[src/rtl/mips_multicycle_control.sv]
// mips_multicycle_control
// Main control FSM of the multi-cycle MIPS CPU. Each instruction is walked
// through fetch, decode, execute, memory and writeback. The FSM drives the
// datapath enables/selects and the ALUOP/Function pair that the ALU
// controller decodes.
//
// Ports
//   clk, reset_n         : rising-edge clock, asynchronous active-low reset
//   Opcode, Funct        : IR[31:26] and IR[5:0], sampled in DECODE only
//   MemReady             : memory finishes the current access this cycle
//   Zero                 : ALU zero flag (branch decision)
//   ALUOP, Function      : to the ALU controller (default 08/20 = add)
//   PCWrite .. ALUSrcA   : datapath enables and 1-bit selects
//   ALUSrcB              : 0 B, 1 const 4, 2 sign-ext imm, 3 imm << 2
//   PCSource             : 0 ALU result, 1 ALUOut, 2 jump target
//   Illegal              : one-cycle pulse in DECODE for unsupported opcodes
//   State                : current state, for debug
module mips_multicycle_control (
  input  logic       clk,
  input  logic       reset_n,
  input  logic [5:0] Opcode,
  input  logic [5:0] Funct,
  input  logic       MemReady,
  input  logic       Zero,
  output logic [5:0] ALUOP,
  output logic [5:0] Function,
  output logic       PCWrite,
  output logic       IRWrite,
  output logic       MemRead,
  output logic       MemWrite,
  output logic       IorD,
  output logic       RegWrite,
  output logic       RegDst,
  output logic       MemtoReg,
  output logic       ALUSrcA,
  output logic [1:0] ALUSrcB,
  output logic [1:0] PCSource,
  output logic       Illegal,
  output logic [3:0] State
);

  typedef enum logic [3:0] {
    S_RESET  = 4'd0,
    S_FETCH  = 4'd1,
    S_DECODE = 4'd2,
    S_MEMADR = 4'd3,
    S_MEMRD  = 4'd4,
    S_MEMWB  = 4'd5,
    S_MEMWR  = 4'd6,
    S_REXEC  = 4'd7,
    S_RWB    = 4'd8,
    S_IEXEC  = 4'd9,
    S_IWB    = 4'd10,
    S_BRANCH = 4'd11,
    S_JUMP   = 4'd12
  } state_t;

  localparam logic [5:0] OP_RTYPE = 6'h00;
  localparam logic [5:0] OP_J     = 6'h02;
  localparam logic [5:0] OP_BEQ   = 6'h04;
  localparam logic [5:0] OP_BNE   = 6'h05;
  localparam logic [5:0] OP_ADDI  = 6'h08;
  localparam logic [5:0] OP_SLTI  = 6'h0A;
  localparam logic [5:0] OP_ANDI  = 6'h0C;
  localparam logic [5:0] OP_ORI   = 6'h0D;
  localparam logic [5:0] OP_LW    = 6'h23;
  localparam logic [5:0] OP_SW    = 6'h2B;

  // ALU controller code pairs: "add" for address/PC arithmetic, "sub" for
  // the branch compare.
  localparam logic [5:0] ALUOP_ADD = 6'h08;
  localparam logic [5:0] FUNC_ADD  = 6'h20;
  localparam logic [5:0] ALUOP_SUB = 6'h04;

  state_t     state_q, state_d;
  logic [5:0] opcode_q, opcode_d;
  logic [5:0] funct_q, funct_d;

  always_ff @(posedge clk or negedge reset_n) begin
    if (!reset_n) begin
      state_q  <= S_RESET;
      opcode_q <= '0;
      funct_q  <= '0;
    end else begin
      state_q  <= state_d;
      opcode_q <= opcode_d;
      funct_q  <= funct_d;
    end
  end

  always_comb begin
    state_d  = state_q;
    opcode_d = opcode_q;
    funct_d  = funct_q;
    ALUOP    = ALUOP_ADD;
    Function = FUNC_ADD;
    PCWrite  = 1'b0;
    IRWrite  = 1'b0;
    MemRead  = 1'b0;
    MemWrite = 1'b0;
    IorD     = 1'b0;
    RegWrite = 1'b0;
    RegDst   = 1'b0;
    MemtoReg = 1'b0;
    ALUSrcA  = 1'b0;
    ALUSrcB  = 2'd0;
    PCSource = 2'd0;
    Illegal  = 1'b0;

    case (state_q)
      S_RESET: begin
        ALUOP    = 6'h00;
        Function = 6'h00;
        state_d  = S_FETCH;
      end
      S_FETCH: begin
        MemRead = 1'b1;
        ALUSrcB = 2'd1;
        // IR load and PC+4 commit happen in the cycle memory delivers.
        if (MemReady) begin
          IRWrite = 1'b1;
          PCWrite = 1'b1;
          state_d = S_DECODE;
        end
      end
      S_DECODE: begin
        // ALU precomputes the branch target while the opcode is decoded.
        ALUSrcB  = 2'd3;
        opcode_d = Opcode;
        funct_d  = Funct;
        case (Opcode)
          OP_RTYPE:                          state_d = S_REXEC;
          OP_ADDI, OP_SLTI, OP_ANDI, OP_ORI: state_d = S_IEXEC;
          OP_LW, OP_SW:                      state_d = S_MEMADR;
          OP_BEQ, OP_BNE:                    state_d = S_BRANCH;
          OP_J:                              state_d = S_JUMP;
          default: begin
            Illegal = 1'b1;
            state_d = S_FETCH;
          end
        endcase
      end
      S_MEMADR: begin
        ALUSrcA = 1'b1;
        ALUSrcB = 2'd2;
        ALUOP   = opcode_q;
        state_d = (opcode_q == OP_LW) ? S_MEMRD : S_MEMWR;
      end
      S_MEMRD: begin
        MemRead = 1'b1;
        IorD    = 1'b1;
        if (MemReady) state_d = S_MEMWB;
      end
      S_MEMWB: begin
        RegWrite = 1'b1;
        MemtoReg = 1'b1;
        state_d  = S_FETCH;
      end
      S_MEMWR: begin
        MemWrite = 1'b1;
        IorD     = 1'b1;
        if (MemReady) state_d = S_FETCH;
      end
      S_REXEC: begin
        ALUSrcA  = 1'b1;
        ALUOP    = 6'h00;
        Function = funct_q;
        state_d  = S_RWB;
      end
      S_RWB: begin
        // ALU code is held so the controller output stays stable through
        // the register write.
        RegWrite = 1'b1;
        RegDst   = 1'b1;
        ALUOP    = 6'h00;
        Function = funct_q;
        state_d  = S_FETCH;
      end
      S_IEXEC: begin
        ALUSrcA = 1'b1;
        ALUSrcB = 2'd2;
        ALUOP   = opcode_q;
        state_d = S_IWB;
      end
      S_IWB: begin
        RegWrite = 1'b1;
        ALUSrcB  = 2'd2;
        ALUOP    = opcode_q;
        state_d  = S_FETCH;
      end
      S_BRANCH: begin
        ALUSrcA  = 1'b1;
        ALUOP    = ALUOP_SUB;
        PCSource = 2'd1;
        PCWrite  = ((opcode_q == OP_BEQ) &&  Zero) ||
                   ((opcode_q == OP_BNE) && !Zero);
        state_d  = S_FETCH;
      end
      S_JUMP: begin
        PCWrite  = 1'b1;
        PCSource = 2'd2;
        state_d  = S_FETCH;
      end
      default: begin
        // Encodings 13..15 are never entered normally; recover via RESET.
        ALUOP    = 6'h00;
        Function = 6'h00;
        state_d  = S_RESET;
      end
    endcase
  end

  assign State = state_q;

endmodule

[config.mk]
export PLATFORM = sky130hd
export DESIGN_NAME = mips_multicycle_control
export DESIGN_NICKNAME = d
export VERILOG_FILES = /design/src/rtl/mips_multicycle_control.sv
export SDC_FILE = /design/constraint.sdc
export NUM_CORES = 1
export LEC_CHECK = 0
export ABC_CLOCK_PERIOD_IN_PS = 1400
export BUFFER_PORTS_ARGS = -buffer_cell sky130_fd_sc_hd__buf_2
export CORE_MARGIN = 4
export CORE_UTILIZATION = 44
export CTS_CLUSTER_DIAMETER = 30
export DETAILED_ROUTE_END_ITERATION = 8
export PLACE_DENSITY = 0.83
export SKIP_LAST_GASP = 1
export SLEW_MARGIN = 20
export SYNTH_ARGS = -nofsm -noshare
export SYNTH_HDL_FRONTEND = slang
export SYNTH_SLANG_ARGS = --single-unit
[constraint.sdc]
create_clock -name clk -period 1.4 [get_ports clk]
set_input_delay 0.28 -clock clk [delete_from_list [all_inputs] [get_ports clk]]
set_output_delay 0.28 -clock clk [all_outputs]
set_load 0.005 [all_outputs]
==> reports/metrics.cfg, run 1 <==
[outcome]
status = finished, violations left
violations = setup timing

[placed_design]
post-place-ws_ns = -0.258
gp_congestion = 0.807
portBuffers = 45
hpwl_um = 2880

[synthesis]
yosys.area.top_type_share = 0.335
synth_nets = 134
netlist_area_um2 = 1190
syn_inst = 118
syn-mean-instance-area_um2 = 10.1
synth_edf_count = 0
synth_commonest_cells = dfrtp_1, and2_1, nor2_1, mux2_4
synth_seq_area_share = 0.335
async_flop_share = 1.00
yosys_warnings = 0
synth_flop_cell = dfrtp_1
synth.area.top_cells = dfrtp_1, mux2_4, and2_1
synth.most_common_cell = dfrtp_1
synth-seq-cells = 16
synth_top_cell_by_area = dfrtp_1
yosysUniqueCellTypes = 49

[sta]
relSlewSlack = 0.751
slew_violations = 0
period_share = 1.36
worstMarginPinSlew_ns = 0.373
finalHoldViolations = 0
fin_ws_ns = -0.498
setup_violations = 44
fmax_mhz = 527
post-route-min-period_ns = 1.90
fin_skew_ns = 0.00661
rsz0062_at_grt = yes

[power]
p_switching_w = 0.00193
power_w = 0.00470
p_sw_frac = 0.410
clkPwrFrac = 0.064
power_density_nw_per_um2 = 2320
power_frac_seq = 0.206
internal-power_w = 0.00277
p_leak_nw = 0.968
ir_drop_mv = 1.60
comb_power_share = 0.730

[clock_tree]
cts_tree = done
clk_path_buf_depth = 2
clock_sinks = 16
clkTransAtPathRegs_ns = 0.10
cts-root-buf = clkbuf_4
cts_buffers = 3
cts-htree-levels = 1
clock_latency_ns = 0.28

[grt]
grt_usage = 0.240
grt_max_degree = 17
antenna_found_initial = 0
grt_first_pass_wirelength_um = 6640
grt_pass1_vias = 1436
grt_overflow = 0

[layout]
area_growth_pct = 69.7
num-nets-final = 222
postLayoutCoreUtil = 0.804
num_antenna_cells = 0
drive_above_1_share = 0.702
fill_cells = 138

[drt]
num_vias = 1310
viasPerCell = 5.57
postRouteAntennaNets = 0
wire_per_inst_um = 18.4
dr.pass1.iters = 4
met1_length_um = 1600
detail_route.wirelength_um = 4320
top_layer_used = met4
met3_length_um = 211
wl_met2_um = 2430
drt-initial-drc-count = 69
drc = 0

[flow_run]
maxCapViolations = 0

[floorplan]
rows = 18
dieWidth_um = 60.1
dieArea_um2 = 3610
core_um2 = 2520
pin_count = 46
initial_utilization = 0.474
die_height_um = 60.1

[worst_setup_path]
crit-reg2reg-launch = State[0]
path_max_fanout = 6
path_cells = nand2b_4, and2_4, a211oi_4, a21o_1, buf_2
startpoint_type = flip-flop
worstPathRequired_ns = 1.12
worstPathArrival_ns = 1.62
cpPeakStageDelay_ns = 0.43
cp-end-kind = output port
crit_path_top_delay_cell = dfrtp_1
reg2reg_to = funct_q[4]
r2r_slack_ns = -0.25
critPathKind = flip-flop to output port
ff2ff_path_depth = 6

[hold_path]
worstHoldPathType = input port to flip-flop
min_from = Funct[2]
hold_end = funct_q[2]
hold_path_depth = 2

[state kept, by name (all words and copies together) (netlist names)]
name,cells
funct_q,6
opcode_q,6
State,4
[placed cells by master (no fill, tap or decap), drive strengths merged, types with 2 or more instances in the layout]
master	instances
and2	10
nand3	2
clkbuf	4
a21oi	3
dfrtp	16
buf	89
a21o	3
nand4b	3
a211oi	2
o21bai	2
nor3	6
nor2	10
mux2	12
o21ai	5
a21boi	4
a31o	2
nand2	6
o31ai	2
a32oi	2
nand2b	6
[logic make-up (layout without fill, tap and decap cells)]
| kind of cell | count (synthesis) | after routing | synth area share |
|---|---|---|---|
| AOI/OAI and AO/OA | 31 | 31 | 0.200 |
| xor gates and xnor gates | 2 | 2 | 0.0147 |
| muxes | 12 | 12 | 0.135 |
| and+or+nand+nor | 49 | 49 | 0.268 |
| buffers and inverters | 8 | 95 | 0.0471 |
| DFF | 16 | 16 | 0.335 |
[cell type report]
class                      instances  area, um2  share of cell area
timing repair buffer              90        646               0.318
tap                               30       37.5              0.0185
sequential                        16        403               0.199
multi-input combinational         94        902               0.445
clock buffer                       4       36.3              0.0179
inverter                           1       3.75             0.00185
[metal layers]
| layer | global-route usage | up-vias |
|---|---|---|
| li1 | - | 610 |
| met1 | 0.270 | 641 |
| met2 | 0.448 | 49 |
| met3 | 0.0194 | 10 |
| met4 | 0.114 | 0 |
| met5 | 0 | - |
[power groups by stage]
stage	Sequential, W	Combinational (W)	Clock, W
finish	0.000971	0.00343	0.000299
global route	0.000994	0.00365	0.000326
CTS	0.000936	0.00304	0.000304
detailed placement	0.000933	0.00246	0
global placement	0.000901	0.00235	0
floorplan	0.000876	0.00149	0
[through the flow]
stage / area [um2] / setup TNS, ns / instances / hold WS [ns]
floorplan: 1200 / -1.88 / 118 / -0.0156
global placement: 1640 / -3.10 / 217 / 0.198
detailed placement: 1640 / -5.04 / 217 / 0.210
CTS: 1920 / -12.68 / 233 / 0.229
global route: 2030 / -15.49 / 235 / 0.220
finish: 2030 / -13.23 / 235 / 0.236
[worst max-delay path by stage]
stage,from,end,slack (ns),cells after the start
floorplan,State[0],Illegal,-0.20,6
global placement,State[3],Function[2],-0.16,5
detailed placement,State[3],Function[2],-0.26,5
CTS,State[0],ALUOP[2],-0.50,5
global route,State[1],ALUOP[0],-0.57,5
finish,State[0],ALUOP[2],-0.50,5
[repair_timing]
item | in CTS | in global routing
setup endpoints to repair | 42 | 44
buffers inserted | 15 | 7
hold buffers | 1 | 0
endpoints found under the hold margin | 16 | 0
pin swaps | 13 | 12
resized for setup | 35 | 24
[worst max-delay path: cells and delay by family, from the launching register on]
| kind | cells | cell delay [ns] |
|---|---|---|
| AOI/OAI and AO/OA | 2 | 0.46 |
| buffers and inverters | 1 | 0.12 |
| DFF | 1 | 0.43 |
| and+or+nand+nor | 2 | 0.33 |
(Power assumes the default switching activity.)
==> run 2: changes to the inputs <==
--- a/config.mk
+++ b/config.mk
@@ -5,13 +5,13 @@
 export SDC_FILE = /design/constraint.sdc
 export NUM_CORES = 1
 export LEC_CHECK = 0
-export ABC_CLOCK_PERIOD_IN_PS = 1400
+export ABC_CLOCK_PERIOD_IN_PS = 2200
 export BUFFER_PORTS_ARGS = -buffer_cell sky130_fd_sc_hd__buf_2
 export CORE_MARGIN = 4
-export CORE_UTILIZATION = 44
+export CORE_UTILIZATION = 52
 export CTS_CLUSTER_DIAMETER = 30
 export DETAILED_ROUTE_END_ITERATION = 8
-export PLACE_DENSITY = 0.83
+export PLACE_DENSITY = 0.91
 export SKIP_LAST_GASP = 1
 export SLEW_MARGIN = 20
 export SYNTH_ARGS = -nofsm -noshare
==> constraint.sdc (replaced) <==
create_clock -name clk -period 2.2 [get_ports clk]
set_input_delay 0.44 -clock clk [delete_from_list [all_inputs] [get_ports clk]]
set_output_delay 0.44 -clock clk [all_outputs]
set_load 0.005 [all_outputs]
==> reports/metrics.cfg, run 2 (synthesis results as in run 1) <==
[outcome]
status = finished clean

[sta]
rsz0062_at_grt = yes
worstMarginPinSlew_ns = 0.363  ; -0.0101 ns
slew_violations = 0  ; unchanged
fmax_mhz = 467
relSlewSlack = 0.752  ; about the same
tns_ns = 0  ; +13.23 ns
post-route-min-period_ns = 2.14
fin_skew_ns = 0.0120  ; +0.00534 ns
hold_slack_ns = 0.0573  ; -0.179 ns
fin_ws_ns = 0.0588  ; +0.557 ns
setup_violations = 0  ; -100%
finalHoldViolations = 0  ; unchanged
period_share = 0.973

[worst_setup_path]
cpPeakStageDelay_ns = 0.49  ; +0.06 ns
crit-reg2reg-launch = State[2]
worstPathArrival_ns = 1.70  ; +0.08 ns
critPathKind = flip-flop to output port
worstPathRequired_ns = 1.76  ; +0.64 ns
crit_family = flip-flops
path_cells = nand2b_4, and2_4, a211oi_4, a21o_1, buf_2
startpoint_type = flip-flop
path_max_fanout = 10  ; +4
crit_path_top_delay_cell = dfrtp_2
path_buf_inv = 1  ; unchanged
reg2reg_to = funct_q[5]
ff2ff_path_depth = 4  ; -2
r2r_slack_ns = 0.49  ; +0.74 ns
cp-end-kind = output port

[floorplan]
dieArea_um2 = 3130  ; -13%
dieWidth_um = 55.9  ; -6.9%
pin_count = 46  ; unchanged
initial_utilization = 0.545  ; +0.0717
core_um2 = 2190  ; -13%
die_height_um = 55.9  ; -6.9%
rows = 17  ; -1

[layout]
fill_cells = 175  ; +27%
final_common_cell = buf_2
num-nets-final = 186  ; -16%
seq_area_um2 = 404  ; +0.31%
final_cell_mix = buf_2, dfrtp_1, and2_1, buf_4, nor2_1
multiInputGateArea_um2 = 751  ; -17%
num_antenna_cells = 0  ; unchanged
drive_above_1_share = 0.524  ; -0.179
fin_area_um2 = 1510  ; -26%
area_growth_pct = 26.3

[placed_design]
post-place-ws_ns = 0.158  ; +0.416 ns
gp_congestion = 0.782  ; -3.1%
placed_area_um2 = 1440  ; -12%
portBuffers = 45  ; unchanged
hpwl_um = 2470  ; -14%

[drt]
postRouteAntennaNets = 0  ; unchanged
wire_per_inst_um = 16.7  ; -9.2%
detail_route.wirelength_um = 3270  ; -24%
num_vias = 1155  ; -12%
viasPerCell = 5.89  ; +5.7%
dr.pass1.iters = 4  ; unchanged
drc = 0  ; unchanged
drt-initial-drc-count = 55  ; -20%

[clock_tree]
clkTransAtPathRegs_ns = 0.09  ; about the same
cts_buffers = 3  ; unchanged
clock_latency_ns = 0.28  ; about the same
cts-htree-levels = 1  ; unchanged
cts-root-buf = clkbuf_4
clock_sinks = 16  ; unchanged
holdBufCountCts = 0  ; -1
cts_tree = done
clk_path_buf_depth = 2  ; unchanged

[grt]
antenna_found_initial = 0  ; unchanged
grt_overflow = 0  ; unchanged
grt_pass1_vias = 1182  ; -18%
grt_usage = 0.209  ; -0.0312
grt_max_degree = 19  ; +2
grt_first_pass_wirelength_um = 5370  ; -19%

[flow_run]
maxCapViolations = 0  ; unchanged

[power]
ir_drop_mv = 0.879  ; -45%
power_density_nw_per_um2 = 1410  ; -39%
p_leak_nw = 0.731  ; -24%

[hold_path]
worstHoldPathType = input port to asynchronous set/reset pin

## run 2: area by class of cell
cell class / count / area share
Multi-Input combinational cell: 94 / 0.498
Tap cell: 28 / 0.0232
Sequential cell: 16 / 0.268
Timing Repair Buffer: 54 / 0.194
Clock buffer: 3 / 0.0149
Inverter: 1 / 0.00249
## run 2: worst max-delay path by stage
stage                 end  slack (ns)  depth (start not counted)  startpoint
2_1_floorplan     Illegal        0.44                          6    State[0]
3_3_place_gp   ALUSrcB[1]        0.25                          5    State[0]
3_5_place_dp   ALUSrcB[1]        0.16                          5    State[0]
4_1_cts          ALUOP[0]       0.007                          5    State[0]
5_1_grt          ALUOP[1]       -0.02                          5    State[0]
6_report         ALUOP[2]        0.06                          5    State[0]
## run 2: timing repair
action                                  CTS  global route
gates resized for setup                   3             3
buffers inserted                          0             4
endpoints found under the setup margin   12            12
## run 2: power breakdown
part / switching (W) / internal (W)
Combinational: 0.000609 / 0.000717
Clock: 0.0000815 / 0.0000633
Sequential: 0.000213 / 0.000448
## run 2: metrics by stage
stage | std cells | power, W | utilization
6_report | 196 | 0.00213 | 0.689
5_1_grt | 196 | 0.00229 | 0.689
4_1_cts | 192 | 0.00204 | 0.669
3_5_place_dp | 189 | 0.00189 | 0.657
3_3_place_gp | 189 | 0.00181 | 0.657
2_1_floorplan | 118 | 0.00148 | -
## run 2: worst register-to-register path, delay by kind of cell, from the launching register on
| family | cells | cell delay, ns |
|---|---|---|
| buffers and inverters | 2 | 0.52 |
| DFF | 1 | 0.51 |
| muxes | 1 | 0.36 |
| and+or+nand+nor | 1 | 0.22 |
## run 2: layer usage
| metal | track usage | up-vias | routed length (um) |
|---|---|---|---|
| met4 | 0.0508 | 0 | 47 |
| met3 | 0.0255 | 6 | 265 |
| met1 | 0.254 | 548 | 1260 |
| met5 | 0 | - | 0 |
| li1 | - | 538 | - |
| met2 | 0.387 | 63 | 1700 |
==> run 3: changes to the inputs <==
--- a/config.mk
+++ b/config.mk
@@ -5,7 +5,7 @@
 export SDC_FILE = /design/constraint.sdc
 export NUM_CORES = 1
 export LEC_CHECK = 0
-export ABC_CLOCK_PERIOD_IN_PS = 2200
+export ABC_CLOCK_PERIOD_IN_PS = 2500
 export BUFFER_PORTS_ARGS = -buffer_cell sky130_fd_sc_hd__buf_2
 export CORE_MARGIN = 4
 export CORE_UTILIZATION = 52
==> constraint.sdc (replaced) <==
create_clock -name clk -period 2.5 [get_ports clk]
set_input_delay 0.5 -clock clk [delete_from_list [all_inputs] [get_ports clk]]
set_output_delay 0.5 -clock clk [all_outputs]
set_load 0.005 [all_outputs]
==> reports/metrics.cfg, run 3 (synthesis results as in run 1) <==
[worst_setup_path]
crit_path_top_delay_cell = dfrtp_1
worstPathRequired_ns = 2.00  ; +0.24 ns
cpPeakStageDelay_ns = 0.71  ; +0.22 ns
r2r_slack_ns = 0.64  ; +0.15 ns
worstPathArrival_ns = 1.84  ; +0.14 ns
reg2reg_to = funct_q[5]
critPathKind = flip-flop to output port
ff2ff_path_depth = 5  ; +1
cp-end-kind = output port
path_max_fanout = 18  ; +8
path_cells = nand2b_1, o21bai_2, and2_1, buf_2
crit-reg2reg-launch = State[0]
startpoint_type = flip-flop

[power]
ir_drop_mv = 0.651  ; -26%
comb_power_share = 0.579  ; -0.043
power_density_nw_per_um2 = 1240  ; -12%
power_w = 0.00183  ; -14%
internal-power_w = 0.00106  ; -14%
p_sw_frac = 0.421  ; -0.00270
p_leak_nw = 0.716  ; -2.1%
power_frac_seq = 0.325  ; +0.015
p_switching_w = 0.000768  ; -15%
clkPwrFrac = 0.096  ; +0.028

[drt]
drt-initial-drc-count = 29  ; -47%
drc = 0  ; unchanged
num_vias = 1153  ; -0.17%
wire_per_inst_um = 16.3  ; -2.7%
detail_route.wirelength_um = 3120  ; -4.7%
dr.pass1.iters = 4  ; unchanged
viasPerCell = 6.01  ; +1.9%
postRouteAntennaNets = 0  ; unchanged

[grt]
antenna_found_initial = 0  ; unchanged
grt_first_pass_wirelength_um = 5150  ; -4.1%
grt_max_degree = 19  ; unchanged
grt_pass1_vias = 1141  ; -3.5%
grt_usage = 0.202  ; -0.00648
grt_overflow = 0  ; unchanged

[floorplan]
core_um2 = 2190  ; unchanged
dieWidth_um = 55.9  ; unchanged
pin_count = 46  ; unchanged
die_height_um = 55.9  ; unchanged
rows = 17  ; unchanged
initial_utilization = 0.545  ; unchanged
dieArea_um2 = 3130  ; unchanged

[sta]
relSlewSlack = 0.623  ; -0.129
rsz0062_at_grt = yes
slew_violations = 0  ; unchanged
fin_skew_ns = 0.0129  ; +0.000991 ns
setup_violations = 0  ; unchanged
period_share = 0.935
fmax_mhz = 428
worstMarginPinSlew_ns = 0.566  ; +0.203 ns
post-route-min-period_ns = 2.34
finalHoldViolations = 0  ; unchanged

[layout]
multiInputGateArea_um2 = 738  ; -1.7%
seq_area_um2 = 403  ; -0.31%
drive_above_1_share = 0.494  ; -0.0299
area_growth_pct = 23.1
fill_cells = 189  ; +8.0%
num_antenna_cells = 0  ; unchanged
final_common_cell = buf_2
final_cell_mix = buf_2, dfrtp_1, nor2_1, and2_1, mux2_4
num-nets-final = 181  ; -2.7%
postLayoutCoreUtil = 0.672  ; -0.0171

[clock_tree]
cts-root-buf = clkbuf_4
clock_latency_ns = 0.29  ; about the same
clk_path_buf_depth = 2  ; unchanged
cts_tree = done
cts_buffers = 3  ; unchanged
clock_sinks = 16  ; unchanged
cts-htree-levels = 1  ; unchanged
holdBufCountCts = 0  ; unchanged
clkTransAtPathRegs_ns = 0.11  ; +0.02 ns

[flow_run]
maxCapViolations = 0  ; unchanged

[placed_design]
hpwl_um = 2380  ; -3.6%
gp_congestion = 0.836  ; +6.9%
portBuffers = 45  ; unchanged

[outcome]
status = finished clean

[hold_path]
worstHoldPathType = input port to asynchronous set/reset pin

[run 3: cell types whose count changed in the layout (fill, tap and decap cells not counted)]
cell	previous run	this run
buf_4	9	4
clkbuf_8	0	1
dfrtp_1	13	14
dfrtp_2	3	2
nand2b_1	3	4
nand2b_2	1	0
nor2_1	8	9
nor2_2	1	0
o21bai_2	0	1
o21bai_4	1	0
[run 3: routing by layer]
metal	GRT usage	vias up	wire length (um)
met3	0.0441	6	248
met1	0.242	567	1180
met4	0.0610	0	46
met2	0.360	58	1640
li1	-	522	-
met5	0	-	0
[run 3: what timing repair did]
item	CTS	global route
endpoints found under the setup margin	0	7
setup buffers	0	1
resized for setup	0	2
[run 3: worst max-delay path by stage]
stage                        start     endpoint  slack, ns  cells after the start
after floorplan           State[0]      Illegal       0.68                      6
after global placement    State[0]   ALUSrcB[1]       0.50                      5
after detailed placement  State[2]  Function[0]       0.44                      4
after CTS                 State[2]  Function[1]       0.13                      4
after global routing      State[3]  Function[2]     -0.004                      5
final                     State[3]  Function[1]       0.16                      4
[run 3: power by group through the flow]
stage / clock network (W) / registers, W / logic [W]
global route: 0.000190 / 0.000618 / 0.00116
finish: 0.000175 / 0.000593 / 0.00106
detailed placement: 0 / 0.000586 / 0.00105
CTS: 0.000176 / 0.000583 / 0.00105
global placement: 0 / 0.000574 / 0.000996
floorplan: 0 / 0.000487 / 0.000817
[run 3: worst max-delay path, delay by kind of cell (launching register included)]
kind                   cells  cell delay, ns
DFF                        1            0.71
and+or+nand+nor            2            0.57
AOI/OAI and AO/OA          1            0.16
buffers and inverters      1            0.12
[run 3: final cells by class]
type,count,area share
repair buffers,49,0.173
clock buffers,4,0.0247
multi-input cells,94,0.502
inverters,1,0.00255
flip-flops and latches,16,0.274
well taps,28,0.0238
[run 3: stage by stage]
| step | setup slack (ns) | instance area [um2] | hold slack [ns] | instances | setup TNS (ns) |
|---|---|---|---|---|---|
| finish | 0.162 | 1470 | 0.0930 | 192 | 0 |
| global route | -0.00424 | 1470 | 0.117 | 192 | -0.00424 |
| CTS | 0.129 | 1460 | 0.113 | 191 | 0 |
| detailed placement | 0.443 | 1430 | 0.433 | 187 | 0 |
| global placement | 0.498 | 1430 | 0.426 | 187 | 0 |
| floorplan | 0.684 | 1190 | 0.204 | 118 | 0 |
